==> src/rtl/fifo_ctrl.sv <==
// Pointer and flag controller that turns a combinational-read register file
// into a synchronous FIFO of depth 2**ADDR_WIDTH.
module fifo_ctrl #(
  parameter int ADDR_WIDTH = 2,
  parameter int AF_LEVEL   = 2**ADDR_WIDTH - 1
) (
  input  logic                  clk,
  input  logic                  rst_n,
  input  logic                  wr,
  input  logic                  rd,
  output logic                  wr_en,
  output logic [ADDR_WIDTH-1:0] w_addr,
  output logic [ADDR_WIDTH-1:0] r_addr,
  output logic                  full,
  output logic                  empty,
  output logic                  almost_full,
  output logic [ADDR_WIDTH:0]   count,
  output logic                  overflow,
  output logic                  underflow
);

  localparam logic [ADDR_WIDTH:0] DEPTH_C = (ADDR_WIDTH+1)'(2**ADDR_WIDTH);
  localparam logic [ADDR_WIDTH:0] AF_C    = (ADDR_WIDTH+1)'(AF_LEVEL);

  logic [ADDR_WIDTH-1:0] w_ptr;
  logic [ADDR_WIDTH-1:0] r_ptr;
  logic                  do_wr;
  logic                  do_rd;
  logic [ADDR_WIDTH:0]   count_next;

  // A push into a full FIFO is still taken when the head is popped in the same cycle.
  always_comb begin
    do_wr = wr && (!full || rd);
    do_rd = rd && !empty;
    count_next = count;
    case ({do_wr, do_rd})
      2'b10:   count_next = count + 1'b1;
      2'b01:   count_next = count - 1'b1;
      default: count_next = count;
    endcase
  end

  assign wr_en       = do_wr;
  assign w_addr      = w_ptr;
  assign r_addr      = r_ptr;
  assign almost_full = (count >= AF_C);

  always_ff @(posedge clk or negedge rst_n) begin
    if (!rst_n) begin
      w_ptr     <= '0;
      r_ptr     <= '0;
      count     <= '0;
      full      <= 1'b0;
      empty     <= 1'b1;
      overflow  <= 1'b0;
      underflow <= 1'b0;
    end else begin
      if (do_wr) w_ptr <= w_ptr + 1'b1;
      if (do_rd) r_ptr <= r_ptr + 1'b1;
      count <= count_next;
      full  <= (count_next == DEPTH_C);
      empty <= (count_next == '0);
      // Sticky error flags; a pop on empty is not an error when a write lands alongside it.
      if (wr && !do_wr)           overflow  <= 1'b1;
      if (rd && !do_rd && !do_wr) underflow <= 1'b1;
    end
  end

endmodule

==> config.mk <==
export PLATFORM = sky130hd
export DESIGN_NAME = fifo_ctrl
export DESIGN_NICKNAME = d
export VERILOG_FILES = /design/src/rtl/fifo_ctrl.sv
export SDC_FILE = /design/constraint.sdc
export NUM_CORES = 1
export LEC_CHECK = 0
export BUFFER_PORTS_ARGS = -buffer_cell sky130_fd_sc_hd__buf_2
export CAP_MARGIN = 40
export CORE_AREA = 2 2 39 41
export CTS_BUF_LIST = sky130_fd_sc_hd__clkbuf_8
export CTS_CLUSTER_SIZE = 10
export DETAILED_ROUTE_END_ITERATION = 12
export DIE_AREA = 0 0 41 43
export GPL_ROUTABILITY_DRIVEN = 0
export PLACE_DENSITY_LB_ADDON = 0.1
export SETUP_SLACK_MARGIN = 0.2
export SYNTH_ARGS = -nofsm -noshare
export SYNTH_HDL_FRONTEND = slang
export SYNTH_SLANG_ARGS = --single-unit
==> constraint.sdc <==
create_clock -name clk -period 2.1 [get_ports clk]
set_input_delay 0.21 -clock clk [delete_from_list [all_inputs] [get_ports clk]]
set_output_delay 0.21 -clock clk [all_outputs]
set_load 0.02 [all_outputs]
==> metrics.md <==
| Metric | Value |
|---|---|
| Status | `complete, no violations` |
| Syn-to-layout area delta | `38.35%` |
| Die X | `41 µm` |
| Via count | `361` |
| # IOs | `17` |
| CP arrival | `1.91 ns` |
| Clock buffer depth | `2` |
| Max-cap check violation count | `0` |
| Chip height | `43 µm` |
| Total power | `1.176 mW` |
| Most common cell after layout, fill and taps aside | `buf_2` |
| Clk sinks | `11` |
| RR Startpoint | `full$_DFF_PN0_` |
| Max-slew violation count | `0` |
| # DRC | `0` |
| Least-Margin Pin Slew | `0.2462 ns` |
| Die area | `1763 µm²` |
| Avg Inst Size Synth | `11.35 µm²` |
| Final Setup Violations | `0` |
| TritonCTS clock tree | `done` |
| Multi-input logic area | `231.5 µm²` |
| Critical Path Start | `full$_DFF_PN0_` |
| Final ANT Viol Nets | `0` |
| Commonest non-fill, non-tap cells in the layout | `buf_2, dfrtp_1, inv_1` |
| Cells after synthesis | `44` |
| Antenna cells | `0` |
| Largest net degree at the start of global routing | `12` |
| Kind of critical path | `register to register` |
| Initial antenna violation count | `0` |
| Nature of the critical path endpoint | `register` |
| Leak | `0.3369 nW` |
| Final Hold Viols | `0` |
| Ys Warns | `0` |
| Vias in the first global route | `335` |
| Wirelength per Cell | `11.00 µm` |
| H-tree depth | `1` |
| Clock slew at reported path FFs | `0.05 ns` |
| Port Buf Inserts | `16` |
| Site row count | `14` |
| # fillers | `139` |
| GRT Total Usage | `11.93%` |
| Routed Wire Length | `891 µm` |
| Router iterations before antenna repair | `4` |
| CTS Root Cell | `clkbuf_8` |
| Min-Delay Path Depth | `2` |
| Vias per inst | `4.457` |
| Worst Path Max Fanout | `3` |
| Share of cells above drive strength 1 | `44.62%` |
| Max-slew headroom | `83.59%` |
| Yosys top cell area share | `50.13%` |
| Worst r2r path cells | `8` |
| RSZ-0062 raised after global routing | `no` |
| Storage element area | `277.8 µm²` |
| Core ar. | `1384 µm²` |
| Largest cells by area after synthesis | `dfrtp_1, xnor2_1, dfstp_2` |
| Max Clock Skew | `0.0007382 ns` |
| CTS buffer count | `3` |
| Post-Syn Nets | `50` |
| Yosys cell types | `19` |
| Hold Path Class | `input port to register` |
| Initial Util | `36.08%` |
| Global-route wire length before repair | `1393 µm` |
| Total grt overflow | `0` |
| Post-synthesis sequential area ratio | `55.39%` |
| Setup TNS | `0 ns` |
| CP Launch Type | `register` |
| Clock period minus final worst setup slack | `1.800 ns` |
| CP required | `2.21 ns` |
| Initial DRC Count | `2` |
| FF+latch count, synth | `11` |
| Fmax achieved | `0.5555 GHz` |
| Fin crit share | `85.73%` |
| Latest clock arrival within the worst-skew pair | `0.23 ns` |
| P per Cell Area | `1703 nW/µm²` |
| Final layout net count | `72` |
| Min-delay src | `rd` |
| Area leader, netlist | `dfrtp_1` |
| Worst vdd ir | `0.6449 mV` |
| Synthesized cell area | `499.2 µm²` |
==> cell usage after synthesis (all sizes together) <==
master  count
a21o        1
a31o        1
a32o        1
buf         1
dfrtp      10
dfstp       1
fa          1
ha          1
inv         5
nand2       5
nand2b      1
nand3       1
nor2        3
nor2b       1
o21ai       1
o21bai      1
o32ai       1
xnor2       5
xor2        3
==> final timing paths <==
path | endpoint | slack [ns]
min in group asynchronous | count[2]$_DFF_PN0_ | 0.37
hold / removal | underflow$_DFFE_PN0P_ | 0.25
max in group asynchronous | empty$_DFF_PN1_ | 1.47
setup reg to reg | full$_DFF_PN0_ | 0.30
hold reg to reg | underflow$_DFFE_PN0P_ | 0.46
setup / recovery | full$_DFF_PN0_ | 0.30
==> logic make-up after synthesis <==
logic type,after synthesis,share of synthesized area (%)
flops,11,55.39
fa+ha+maj,2,6.516
compound gates,6,9.775
xor+xnor,8,14.04
buf+inv,6,4.761
simple gates,11,9.525
==> where the power goes <==
part	switching [mW]	internal (mW)	leakage, nW
Clock	0.0694	0.127	0.0269
Sequential	0.0918	0.319	0.125
Combinational	0.323	0.246	0.185
==> stage by stage <==
step	hold slack, ns	utilization (%)	std cells	setup WS (ns)	area (µm²)
after floorplan	-0.08559	-	44	0.2338	500.5
after global placement	0.09776	43.04	75	0.1089	595.6
after detailed placement	0.09413	43.04	75	0.1213	595.6
after CTS	0.2483	49.19	80	0.2222	680.7
after global routing	0.2525	49.91	81	0.2112	690.7
final	0.2532	49.91	81	0.2998	690.7
==> per-layer routing <==
layer  wire length (µm)  vias up  track usage, %
met4                  4        0           6.000
li1                   -      181               -
met3                 73        2           4.712
met1                427      163           16.22
met5                  0        -               0
met2                386       15           15.94
==> state kept, by name (all words and copies together) (netlist names) <==
| register | flops |
|---|---|
| w_addr | 2 |
| full | 1 |
| underflow | 1 |
| overflow | 1 |
| empty | 1 |
| r_addr | 2 |
| count | 3 |
==> final cells by class <==
class	instances	area share, %
Sequential cell	11	40.22
Multi-Input combinational cell	27	33.51
Timing Repair Buffer	18	14.13
Clock buffer	3	5.978
Tap cell	16	2.899
Inverter	5	2.717
Clock inverter	1	0.5435
==> critical path: stages (launching register included) <==
cell and delay (ns):
dfrtp_2 0.39, nand2b_1 0.14, nand2_2 0.11, ha_4 0.19
inv_1 0.06, fa_2 0.43, nand2_1 0.09, nor2_1 0.04
a32o_2 0.23
==> what timing repair did <==
action | CTS | global route
hold buffers | 1 | 0
endpoints found under the hold margin | 10 | 0
gates resized for setup | 6 | 1
setup endpoints to repair | 2 | 2
setup buffers | 0 | 1
pin swaps | 1 | 2
Note: power is estimated with default switching activity, not from simulation.
